<file path="config.mk">
export PLATFORM = sky130hd
export DESIGN_NAME = pwm
export DESIGN_NICKNAME = d
export VERILOG_FILES = /design/src/rtl/pwm_pkg.sv /design/src/rtl/pwm_counter.sv /design/src/rtl/pwm.sv
export SDC_FILE = /design/constraint.sdc
export NUM_CORES = 1
export LEC_CHECK = 0
export BUFFER_PORTS_ARGS = -buffer_cell sky130_fd_sc_hd__buf_2
export CAP_MARGIN = 15
export CORE_AREA = 2 2 39 41
export CTS_BUF_LIST = sky130_fd_sc_hd__clkbuf_4 sky130_fd_sc_hd__clkbuf_8 sky130_fd_sc_hd__clkbuf_16
export DETAILED_ROUTE_END_ITERATION = 16
export DIE_AREA = 0 0 41 43
export HOLD_SLACK_MARGIN = 0.08
export PLACE_DENSITY = 0.55
export RECOVER_POWER = 25
export SYNTH_ARGS = -nofsm -noshare
export SYNTH_HDL_FRONTEND = slang
export SYNTH_SLANG_ARGS = --single-unit
</file>
<file path="constraint.sdc">
create_clock -name CLK -period 4 [get_ports CLK]
set_clock_uncertainty 0.05 [all_clocks]
set_input_delay 1 -clock CLK [delete_from_list [all_inputs] [get_ports CLK]]
set_output_delay 1 -clock CLK [all_outputs]
set_load 0.005 [all_outputs]
</file>
<file path="src/rtl/pwm_pkg.sv">
// Shared constants and helpers for the fixed-period PWM block.
package pwm_pkg;

  localparam int W_DEF = 4;

  // Cycles per PWM period for a w-bit duty code; all-ones code means always high.
  function automatic int period(input int w);
    return (1 << w) - 1;
  endfunction

endpackage

</file>
<file path="src/rtl/pwm_counter.sv">
// Phase counter for the PWM: counts 0..PERIOD-1 and wraps, strobing at phase 0.
module pwm_counter
  import pwm_pkg::*;
#(
  parameter int W = W_DEF
) (
  input  logic         clk_i,
  input  logic         rst_i,
  output logic [W-1:0] cnt_o,
  output logic         wrap_o
);

  localparam logic [W-1:0] LAST = W'(period(W) - 1);

  logic [W-1:0] cnt_q, cnt_d;

  always_comb begin
    cnt_d = (cnt_q == LAST) ? '0 : cnt_q + 1'b1;
  end

  always_ff @(posedge clk_i) begin
    if (rst_i) cnt_q <= '0;
    else       cnt_q <= cnt_d;
  end

  assign cnt_o  = cnt_q;
  assign wrap_o = (cnt_q == '0);

endmodule

</file>
<file path="src/rtl/pwm.sv">
// Fixed-period PWM: duty code shadowed at each period start, registered output.
module pwm
  import pwm_pkg::*;
#(
  parameter int W = W_DEF
) (
  input  logic         CLK,
  input  logic         RST,
  input  logic [W-1:0] Input,
  output logic         OUT
);

  localparam int PERIOD = period(W);

  logic [W-1:0] cnt;
  logic         wrap;
  logic [W-1:0] duty_q, duty_d;
  logic [W-1:0] duty_use;
  logic         out_q, out_d;

  pwm_counter #(.W(W)) u_cnt (
    .clk_i  (CLK),
    .rst_i  (RST),
    .cnt_o  (cnt),
    .wrap_o (wrap)
  );

  // At phase 0 the fresh code drives the compare directly so the new duty
  // applies to this very period; elsewhere the shadow keeps the period glitch-free.
  always_comb begin
    duty_use = wrap ? Input : duty_q;
    duty_d   = duty_use;
    out_d    = (cnt < duty_use);
  end

  always_ff @(posedge CLK) begin
    if (RST) begin
      duty_q <= '0;
      out_q  <= 1'b0;
    end else begin
      duty_q <= duty_d;
      out_q  <= out_d;
    end
  end

  assign OUT = out_q;

endmodule

</file>
==> summary.txt, run 1 <==
STA
  – Relative slew margins: 79.7%
  – Setup TNS: 0 ns
  – Worst-margin pin slew: around 0.30 ns
  – Final hold vios: 0
  – RSZ-0062 raised after global routing: no
  – Achievable Freq: 469 MHz
  – Tcrit/Tclk final: 53.3%
  – Max-slew violations: 0
  – Tmin final: 2.13 ns
  – Finish-stage setup viols: 0

Floorplanning
  – Width of the die: 41 um
  – Starting Density: about 33%
  – Die Ht: 43 um
  – Io pins: 7
  – Row cnt: 14
  – Die area: 1760 um2
  – Core ar.: 1380 um2

Clocking
  – H-tree Lvls: 1
  – CTS max path bufs: 2
  – Worst skew pair latency: 0.26 ns
  – Sink Count: 9
  – Hold-fix buffers at CTS: 0
  – CTS resizes: 0
  – Post-CTS setup buffers: 0
  – CTS buffer count: 3
  – Root buf cell: clkbuf_4
  – CTS clk-pin slew, worst paths: 0.06 ns
  – CTS tree: done

Worst setup path
  – CP startpoint kind: register
  – Worst EP arrival: 2.25 ns
  – Slowest-stage cell, CP: dfxtp_1
  – R2R Setup Slk: 1.87 ns
  – Critical path capture point type: register
  – CP required: 4.12 ns
  – Worst R2R End: OUT
  – Slowest Stage Delay on Critical Path: 0.36 ns
  – Reg-to-reg critical path startpoint: u_cnt.cnt_o[0]
  – CP most frequent cell: ha_1
  – CP max FO: 5
  – Worst reg2reg path depth: 8
  – Crit path kind: reg -> reg
  – Worst-path cell chain: inv_1 -> ha_1 -> nor3b_4 -> mux2i_1 -> ha_1 -> a211o_1 -> o21bai_1 -> o41ai_2

Cells and area
  – Most frequent cells in the layout: dfxtp_1, ha_1, buf_2
  – Area Overhead vs Synth: 15.2%
  – Most common cell after layout, fill and taps aside: dfxtp_1
  – Final nets: 64
  – Antenna Cells: 0
  – Layout cells sized above 1: between 20% and 30%
  – Fin cells: 67

Synthesis
  – Seq/Total Area, Yosys: approximately 40%
  – Synth Instances: 42
  – Mapped Nets: 54
  – Ys Warns: 0
  – Post-Syn Area: 452 um2
  – Synth Area per Inst: ~11 um2
  – Seq cells post-synth: 9
  – Count of cell types in the netlist: 18

Outcome
  – Status: complete, no violations

Power
  – Register share of total power: 46.9%
  – Peak supply drop: roughly 160 uV
  – Leakage power: 0.249 nW
  – Clock share of power: 35.3%
  – Net Sw Frac: 25.8%
  – PwrDens: 425 nW/um2
  – Power Internal: 0.164 mW
  – Switch Pwr: 0.0571 mW
  – Combinational Power Share: between 10% and 20%

Place
  – Detail Placement HPWL: 512 um
  – I/O Buffers: 6
  – Number of instances in the placed design: 63
  – Gpl congestion: 0.667

Min path
  – Worst Hold Depth: 2
  – Worst min path class: reg -> reg
  – HP Start: duty_q[2]
  – Sink of the worst hold path: duty_q[2]

GRT
  – Largest net degree at the start of global routing: 9
  – First-pass GRT wire length: 1200 um
  – GRT overflow: 0
  – Tot GR Track Use: 10.7%
  – Vias in the first global route: approximately 290
  – Initial antenna violation count: 0

Drt
  – DRC errors left: 0
  – DR WL/cell: 10.7 um
  – Vias per cell: 4.64
  – Final ANT Viol Nets: 0
  – 1st-iter DRT viols: 6
  – Via count: 311
  – Detailed Routing Iterations Pass 1: 3
  – Routed Wire Length: ~710 um

Run
  – Max-Cap Viols: 0
-- flip-flops by register name, summed over array words and instances (netlist names) --
name         count
OUT              1
duty_q           4
u_cnt.cnt_o      4
-- through the flow --
stage	utilization [%]	worst slack [ns]	total power, mW	hold slack, ns	instance area (um2)
2_1_floorplan	-	1.96	0.136	0.411	452
3_3_place_gp	35.4	1.78	0.146	0.432	490
3_5_place_dp	35.4	1.77	0.146	0.450	490
4_1_cts	37.6	1.83	0.226	0.469	520
5_1_grt	37.6	1.70	0.238	0.489	520
6_report	37.6	1.87	0.221	0.454	520
-- cell families after synthesis --
logic type	after synthesis	synth area share [%]
DFF	9	39.9
AOI/OAI and AO/OA	8	14.7
adders and majority gates	6	16.6
muxes	4	8.86
and+or+nand+nor	12	15.8
buffers and inverters	3	4.16
-- critical path: cells and delay by family, from the launching register on --
kind            cells  cell delay (ns)
mux                 1             0.28
compound gates      3             0.50
buf+inv             1             0.11
flops               1             0.36
simple gates        1             0.31
fa+ha+maj           2             0.44
-- power by group through the flow --
stage / Combinational, mW / Clock [mW] / Sequential, mW
2_1_floorplan: 0.0316 / 0 / 0.105
3_3_place_gp: 0.0399 / 0 / 0.106
3_5_place_dp: 0.0405 / 0 / 0.106
4_1_cts: 0.0405 / 0.0813 / 0.104
5_1_grt: 0.0461 / 0.0875 / 0.104
6_report: 0.0393 / 0.0782 / 0.104
-- layer usage --
metal	GRT usage, %	wire length (um)	up-vias	part of all wire (%)
met5	0	0	-	0
met4	8.00	20	0	2.8
met3	4.71	19	2	2.7
met2	14.7	322	6	45
met1	12.5	352	135	49
li1	-	-	168	-
-- layout make-up --
cell class / instances / area (um2)
clock buffers: 4 / 30.0
fillers: 144 / 863
inverters: 2 / 7.51
multi-input cells: 30 / 253
flip-flops and latches: 9 / 180
well taps: 16 / 20.0
repair buffers: 6 / 30.0
-- cell usage after synthesis (all sizes together) --
library cell,count,area share [%]
nand2b,1,1.4
nand2,2,1.7
a21oi,1,1.1
a21o,1,1.7
a31oi,2,2.8
buf,1,2.5
a211o,1,1.9
o41ai,1,3.6
ha,6,17
a311oi,1,1.9
dfxtp,9,40
nor3b,1,4.2
o21bai,1,1.7
mux2i,4,8.9
nand3b,1,1.7
inv,2,1.7
and2,2,2.8
nor2,5,4.2
-- how the worst max path moves through the flow --
stage	slack (ns)	to	depth (start not counted)	startpoint
2_1_floorplan	1.96	OUT	5	Input[3]
3_3_place_gp	1.78	OUT	6	Input[3]
3_5_place_dp	1.77	OUT	6	Input[3]
4_1_cts	1.83	OUT	8	u_cnt.cnt_o[0]
5_1_grt	1.70	OUT	8	u_cnt.cnt_o[0]
6_report	1.87	OUT	8	u_cnt.cnt_o[0]
No activity file was read; power rests on OpenSTA's default activity.
==> run 2: changes to the inputs <==
--- a/config.mk
+++ b/config.mk
@@ -5,6 +5,7 @@
 export SDC_FILE = /design/constraint.sdc
 export NUM_CORES = 1
 export LEC_CHECK = 0
+export ABC_AREA = 1
 export BUFFER_PORTS_ARGS = -buffer_cell sky130_fd_sc_hd__buf_2
 export CAP_MARGIN = 15
 export CORE_AREA = 2 2 39 41
@@ -12,7 +13,7 @@
 export DETAILED_ROUTE_END_ITERATION = 16
 export DIE_AREA = 0 0 41 43
 export HOLD_SLACK_MARGIN = 0.08
-export PLACE_DENSITY = 0.55
+export PLACE_DENSITY = 0.58
 export RECOVER_POWER = 25
 export SYNTH_ARGS = -nofsm -noshare
 export SYNTH_HDL_FRONTEND = slang
==> constraint.sdc (replaced) <==
create_clock -name CLK -period 1.9 [get_ports CLK]
set_clock_uncertainty 0.05 [all_clocks]
set_input_delay 0.475 -clock CLK [delete_from_list [all_inputs] [get_ports CLK]]
set_output_delay 0.475 -clock CLK [all_outputs]
set_load 0.005 [all_outputs]
==> run 2 against run 1 <==
Compared with the run above: clock power increased by 100%; wire length decreased by 7.8%; power increased by 120%; cell count increased by 12%; sequential power increased by 110%; maximum frequency increased by 19%; core utilization increased by 1.8 points; via count increased by 7.1%; worst setup slack got worse by 1.8 ns; critical endpoint unchanged; largest power group unchanged; highest routed layer is now met3.
==> summary.txt, run 2 <==
Outcome
  – Status: complete, no violations

STA
  – Achievable Freq: 558 MHz (+19%)
  – Worst-margin pin slew: 0.220 ns (-0.0843 ns)
  – Final hold vios: 0 (unchanged)
  – Relative slew margins: 84.9% (+5.2 points)
  – Setup TNS: 0 ns (unchanged)
  – Tcrit/Tclk final: 94.2% (+41 points)
  – Finish-stage setup viols: 0 (unchanged)
  – Max-slew violations: 0 (unchanged)
  – RSZ-0062 raised after global routing: no
  – Tmin final: 1.79 ns (-0.342 ns)

GRT
  – GRT overflow: 0 (unchanged)
  – Initial antenna violation count: 0 (unchanged)
  – First-pass GRT wire length: 1080 um (-10%)
  – Vias in the first global route: 282 (-4.1%)
  – Largest net degree at the start of global routing: 7 (-2)
  – Tot GR Track Use: 9.76% (-0.97 points)

Synthesis
  – Post-synth EDFFs: 0 (unchanged)
  – Post-Syn Area: 460 um2 (+1.9%)
  – Top_reg_cell synth: dfxtp_1
  – Synth cell count leaders: dfxtp_1, inv_1, nor2_1, ha_1, nand2_1
  – Ys Warns: 0 (unchanged)
  – Synth Instances: 49 (+17%)
  – Top-count cell post-synth: dfxtp_1
  – Synth Area per Inst: 9.40 um2 (-13%)
  – Synth top area cells: dfxtp_1, ha_1, mux2i_1
  – Seq cells post-synth: 9 (unchanged)
  – Mapped Nets: 61 (+13%)
  – Synth async-reset ratio: 0% (unchanged)
  – Seq/Total Area, Yosys: 39.1% (-0.76 points)
  – Count of cell types in the netlist: 15 (-3)
  – Synth top area share: 39.1% (-0.76 points)
  – Yosys top cell by area: dfxtp_1

Clocking
  – CTS resizes: 0 (unchanged)
  – Worst skew pair latency: 0.25 ns (about the same)
  – CTS tree: done
  – CTS clk-pin slew, worst paths: 0.06 ns (about the same)
  – H-tree Lvls: 1 (unchanged)
  – CTS max path bufs: 2 (unchanged)
  – Sink Count: 9 (unchanged)
  – Root buf cell: clkbuf_4
  – Hold-fix buffers at CTS: 0 (unchanged)
  – CTS buffer count: 3 (unchanged)
  – Post-CTS setup buffers: 0 (unchanged)

Drt
  – 1st-iter DRT viols: 2 (-4)
  – Final ANT Viol Nets: 0 (unchanged)
  – DRC errors left: 0 (unchanged)
  – Via count: 333 (+7.1%)
  – DR WL/cell: 8.77 um (-18%)
  – Vias per cell: 4.44 (-4.3%)
  – Detailed Routing Iterations Pass 1: 2 (-1)
  – Routed Wire Length: 658 um (-7.8%)

Worst setup path
  – Worst R2R End: OUT
  – Reg-to-reg critical path startpoint: u_cnt.cnt_o[1]
  – R2R Setup Slk: 0.11 ns (-1.76 ns)
  – CP max FO: 5 (unchanged)
  – Worst EP arrival: 1.94 ns (-0.31 ns)
  – Worst reg2reg path depth: 7 (-1)
  – Critical path capture point type: register
  – CP startpoint kind: register
  – CP required: 2.05 ns (-2.07 ns)
  – Crit path kind: reg -> reg

Cells and area
  – Register area: 181 um2 (+0.69%)
  – Antenna Cells: 0 (unchanged)
  – Layout cells sized above 1: 32.2% (+8.7 points)
  – Final Core Density: 39.4% (+1.8 points)
  – Most frequent cells in the layout: dfxtp_1, inv_1, nor2_1
  – Multi-input gate area: 258 um2 (+2.0%)
  – Filler cell count: 144 (unchanged)
  – Area Overhead vs Synth: 18.5%
  – Design area: 546 um2 (+4.8%)
  – Final nets: 72 (+13%)
  – Most common cell after layout, fill and taps aside: dfxtp_1

Floorplanning
  – Die area: 1760 um2 (unchanged)
  – Die Ht: 43 um (unchanged)
  – Row cnt: 14 (unchanged)
  – Width of the die: 41 um (unchanged)
  – Starting Density: 33.3% (+0.63 points)
  – Core ar.: 1380 um2 (unchanged)
  – Io pins: 7 (unchanged)

Min path
  – Sink of the worst hold path: u_cnt.cnt_o[0]
  – HP Start: u_cnt.cnt_o[0]
  – Worst min path class: reg -> reg
  – Worst Hold Depth: 1 (-1)

Place
  – I/O Buffers: 6 (unchanged)
  – Detail Placement HPWL: 528 um (+3.2%)
  – Post-place instance area: 510 um2 (+4.1%)
  – Gpl congestion: 0.623 (-6.5%)

Power
  – PwrDens: 879 nW/um2 (+110%)
  – Peak supply drop: 424 uV (+160%)
  – Leakage power: 0.273 nW (+9.4%)

Run
  – Max-Cap Viols: 0 (unchanged)
run 2: cell types whose count changed in the layout (fill, tap and decap cells not counted), moves of 2 or more:
cell	change
nor2_1	+2
a31oi_1	-2
a21oi_2	+2
inv_1	+5
nand2_4	+2
mux2i_1	-2
nand2_1	+3
nand3_1	+2
run 2: worst max-delay path by stage:
stage                     end  slack, ns           start  cells past startpoint
after floorplan           OUT       0.18  u_cnt.cnt_o[0]                      7
after global placement    OUT       0.13  u_cnt.cnt_o[0]                      7
after detailed placement  OUT       0.07  u_cnt.cnt_o[0]                      7
after CTS                 OUT       0.06  u_cnt.cnt_o[0]                      7
after global routing      OUT       0.03  u_cnt.cnt_o[1]                      7
final                     OUT       0.11  u_cnt.cnt_o[1]                      7
run 2: layer usage:
layer	vias to the layer above	track usage, %	part of all wire (%)
li1	178	-	-
met1	149	10.7	47
met3	0	9.42	8.4
met2	6	12.5	45
met5	-	0	0
met4	0	4.00	0
run 2: power by group:
group          total (mW)  switching [mW]  leakage [nW]  internal, mW
sequential          0.218          0.0105        0.0746         0.208
clock               0.159          0.0641        0.0184        0.0950
combinational       0.102          0.0549         0.180        0.0475
run 2: through the flow:
| step | hold slack (ns) | instances | total power, mW | setup slack, ns |
|---|---|---|---|---|
| floorplan | 0.380 | 49 | 0.300 | 0.185 |
| global placement | 0.397 | 71 | 0.322 | 0.127 |
| detailed placement | 0.406 | 71 | 0.324 | 0.0708 |
| CTS | 0.394 | 75 | 0.488 | 0.0641 |
| global route | 0.390 | 75 | 0.516 | 0.0311 |
| finish | 0.378 | 75 | 0.480 | 0.109 |
run 2: worst max-delay path: stages, from the launching register on:
cell and delay, ns:
dfxtp_1 0.40, inv_1 0.06, ha_1 0.22, nand2_4 0.12
mux2i_2 0.25, ha_1 0.28, a211o_1 0.27, a21oi_2 0.09
run 2: layout make-up:
cell class / instances / area share [%]
Tap cell: 16 / 3.67
Sequential cell: 9 / 33.3
Timing Repair Buffer: 6 / 5.50
Multi-Input combinational cell: 33 / 47.2
Clock buffer: 4 / 5.50
Inverter: 7 / 4.82
run 2: kinds of logic after synthesis:
family / count (synthesis) / synth area share (%)
multiplexers: 3 / 6.52
AND/OR/NAND/NOR: 19 / 22.8
buffers and inverters: 7 / 5.71
adder cells (fa/ha/maj): 6 / 16.3
AO/OA/AOI/OAI: 4 / 7.61
flip-flops: 9 / 39.1
XOR/XNOR: 1 / 1.90
==> run 3: changes to the inputs <==
--- a/config.mk
+++ b/config.mk
@@ -12,7 +12,6 @@
 export CTS_BUF_LIST = sky130_fd_sc_hd__clkbuf_4 sky130_fd_sc_hd__clkbuf_8 sky130_fd_sc_hd__clkbuf_16
 export DETAILED_ROUTE_END_ITERATION = 16
 export DIE_AREA = 0 0 41 43
-export HOLD_SLACK_MARGIN = 0.08
 export PLACE_DENSITY = 0.58
 export RECOVER_POWER = 25
 export SYNTH_ARGS = -nofsm -noshare
==> constraint.sdc (replaced) <==
create_clock -name CLK -period 1.5 [get_ports CLK]
set_clock_uncertainty 0.05 [all_clocks]
set_input_delay 0.375 -clock CLK [delete_from_list [all_inputs] [get_ports CLK]]
set_output_delay 0.375 -clock CLK [all_outputs]
set_load 0.005 [all_outputs]
==> run 3 against run 2 <==
Compared with the run above: the run now ends with setup timing left; hold slack lost 0.078 ns; via count up 9.0%; wire length increased by 15%; core utilization up 6.6 points; highest routed layer is now met4.
==> summary.txt, run 3 (same netlist as run 2, synthesis figures left out) <==
Floorplanning
  – Die area: 1760 um2 (unchanged)
  – Row cnt: 14 (unchanged)
  – Io pins: 7 (unchanged)
  – Die Ht: 43 um (unchanged)
  – Core ar.: 1380 um2 (unchanged)
  – Width of the die: 41 um (unchanged)
  – Starting Density: 33.3% (unchanged)

Worst setup path
  – Crit path from: u_cnt.cnt_o[0]
  – Reg-to-reg critical path startpoint: u_cnt.cnt_o[0]
  – CP max FO: 4 (-1)
  – CP required: 1.65 ns (-0.40 ns)
  – Worst EP arrival: 1.72 ns (-0.22 ns)
  – R2R Setup Slk: -0.07 ns (-0.18 ns)
  – Worst R2R End: OUT
  – Worst reg2reg path depth: 8 (+1)
  – Crit path kind: reg -> reg
  – CP startpoint kind: register
  – Critical path capture point type: register

Drt
  – DRC errors left: 0 (unchanged)
  – Vias per cell: 4.43 (-0.30%)
  – Routed Wire Length: 759 um (+15%)
  – Via count: 363 (+9.0%)
  – 1st-iter DRT viols: 3 (+1)
  – DR WL/cell: 9.26 um (+5.5%)
  – Final ANT Viol Nets: 0 (unchanged)
  – Detailed Routing Iterations Pass 1: 2 (unchanged)

Outcome
  – Failing checks: setup timing
  – Status: complete, but fails checks

Place
  – Post-place instance area: 578 um2 (+13%)
  – Number of instances in the placed design: 78 (+9.9%)
  – Gpl congestion: 0.653 (+4.8%)
  – I/O Buffers: 6 (unchanged)
  – Detail Placement HPWL: 584 um (+11%)

Min path
  – Worst Hold Depth: 2 (+1)
  – Sink of the worst hold path: duty_q[0]
  – Worst min path class: in -> reg
  – HP Start: RST

STA
  – Max-slew violations: 0 (unchanged)
  – Achievable Freq: 637 MHz (+14%)
  – Tcrit/Tclk final: 105% (+10 points)
  – Fin worst setup slack: -0.0689 ns (-0.178 ns)
  – Tmin final: 1.57 ns (-0.222 ns)
  – Finish-stage setup viols: 1 (+1)
  – Final hold vios: 0 (unchanged)
  – Relative slew margins: 86.1% (+1.2 points)
  – Worst-margin pin slew: 0.203 ns (-0.0168 ns)
  – RSZ-0062 raised after global routing: yes

GRT
  – Tot GR Track Use: 11.8% (+2.0 points)
  – First-pass GRT wire length: 1290 um (+20%)
  – Largest net degree at the start of global routing: 7 (unchanged)
  – GRT overflow: 0 (unchanged)
  – Initial antenna violation count: 0 (unchanged)
  – Vias in the first global route: 336 (+19%)

Power
  – Clock share of power: 31.5% (-1.7 points)
  – Leakage power: 0.307 nW (+13%)
  – Register share of total power: 41.2% (-4.3 points)
  – Switch Pwr: 0.186 mW (+43%)
  – Net Sw Frac: 27.9% (+0.93 points)
  – PwrDens: 1040 nW/um2 (+19%)
  – Peak supply drop: 507 uV (+19%)
  – Power Internal: 0.479 mW (+37%)
  – Combinational Power Share: 27.4% (+6.0 points)

Clocking
  – CTS buffer count: 3 (unchanged)
  – CTS max path bufs: 2 (unchanged)
  – CTS clk-pin slew, worst paths: 0.06 ns (about the same)
  – Post-CTS setup buffers: 0 (unchanged)
  – CTS tree: done
  – Sink Count: 9 (unchanged)
  – Root buf cell: clkbuf_4
  – Worst skew pair latency: 0.26 ns (about the same)
  – H-tree Lvls: 1 (unchanged)

Cells and area
  – Final nets: 79 (+9.7%)
  – Antenna Cells: 0 (unchanged)
  – Final Core Density: 46.0% (+6.6 points)
  – Most frequent cells in the layout: dfxtp_1, nor2_1, buf_4
  – Fin cells: 82 (+9.3%)
  – Design area: 637 um2 (+17%)
  – Area Overhead vs Synth: 38.3%
  – Layout cells sized above 1: 48.5% (+16 points)

Run
  – Max-Cap Viols: 0 (unchanged)
-- run 3: cell types whose count changed in the layout (fill, tap and decap cells not counted), moves of 2 or more --
cell / change
buf_4: +7
ha_1: -2
ha_4: +2
inv_1: -2
inv_2: +2
-- run 3: power groups by stage --
stage | clock network, mW | registers [mW] | logic, mW
floorplan | 0 | 0.282 | 0.106
global placement | 0 | 0.277 | 0.162
detailed placement | 0 | 0.277 | 0.166
CTS | 0.225 | 0.273 | 0.171
global route | 0.235 | 0.276 | 0.209
finish | 0.209 | 0.274 | 0.182
-- run 3: metrics by stage --
stage | total power, mW | hold WS, ns | worst slack [ns] | TNS (ns)
3_3_place_gp | 0.439 | 0.434 | -0.0941 | -0.0941
5_1_grt | 0.720 | 0.304 | -0.163 | -0.163
6_report | 0.664 | 0.300 | -0.0689 | -0.0689
2_1_floorplan | 0.387 | 0.368 | -0.0841 | -0.0841
3_5_place_dp | 0.444 | 0.449 | -0.101 | -0.101
4_1_cts | 0.668 | 0.288 | -0.117 | -0.117
-- run 3: worst max path at each step --
stage,slack [ns],depth (start not counted),to
2_1_floorplan,-0.08,7,OUT
3_3_place_gp,-0.09,7,OUT
3_5_place_dp,-0.10,7,OUT
4_1_cts,-0.12,7,OUT
5_1_grt,-0.16,9,OUT
6_report,-0.07,8,OUT
-- run 3: final cells by class --
cell class	count	area, um2
fillers	146	747
clock buffers	4	30.0
flip-flops and latches	9	183
multi-input cells	33	295
well taps	16	20.0
inverters	7	26.3
repair buffers	13	82.6
-- run 3: routing by layer --
layer  global-route usage [%]  wire length [um]  part of all wire (%)
met5                        0                 0                     0
met2                     14.7               346                    46
met3                     6.28                41                   5.4
met4                     10.0                14                   1.8
met1                     13.9               356                    47
-- run 3: what timing repair did --
item,4_1_cts,5_1_grt
pin swaps,0,1
hold buffers,0,0
resized for setup,1,3
setup endpoints to repair,1,1
-- run 3: critical path, stage by stage, from the launching register on --
cell     delay [ns]
dfxtp_2        0.32
inv_2          0.07
ha_4           0.15
nand2_4        0.07
buf_4          0.14
mux2i_2        0.15
ha_1           0.18
a211o_1        0.30
a21oi_2        0.09
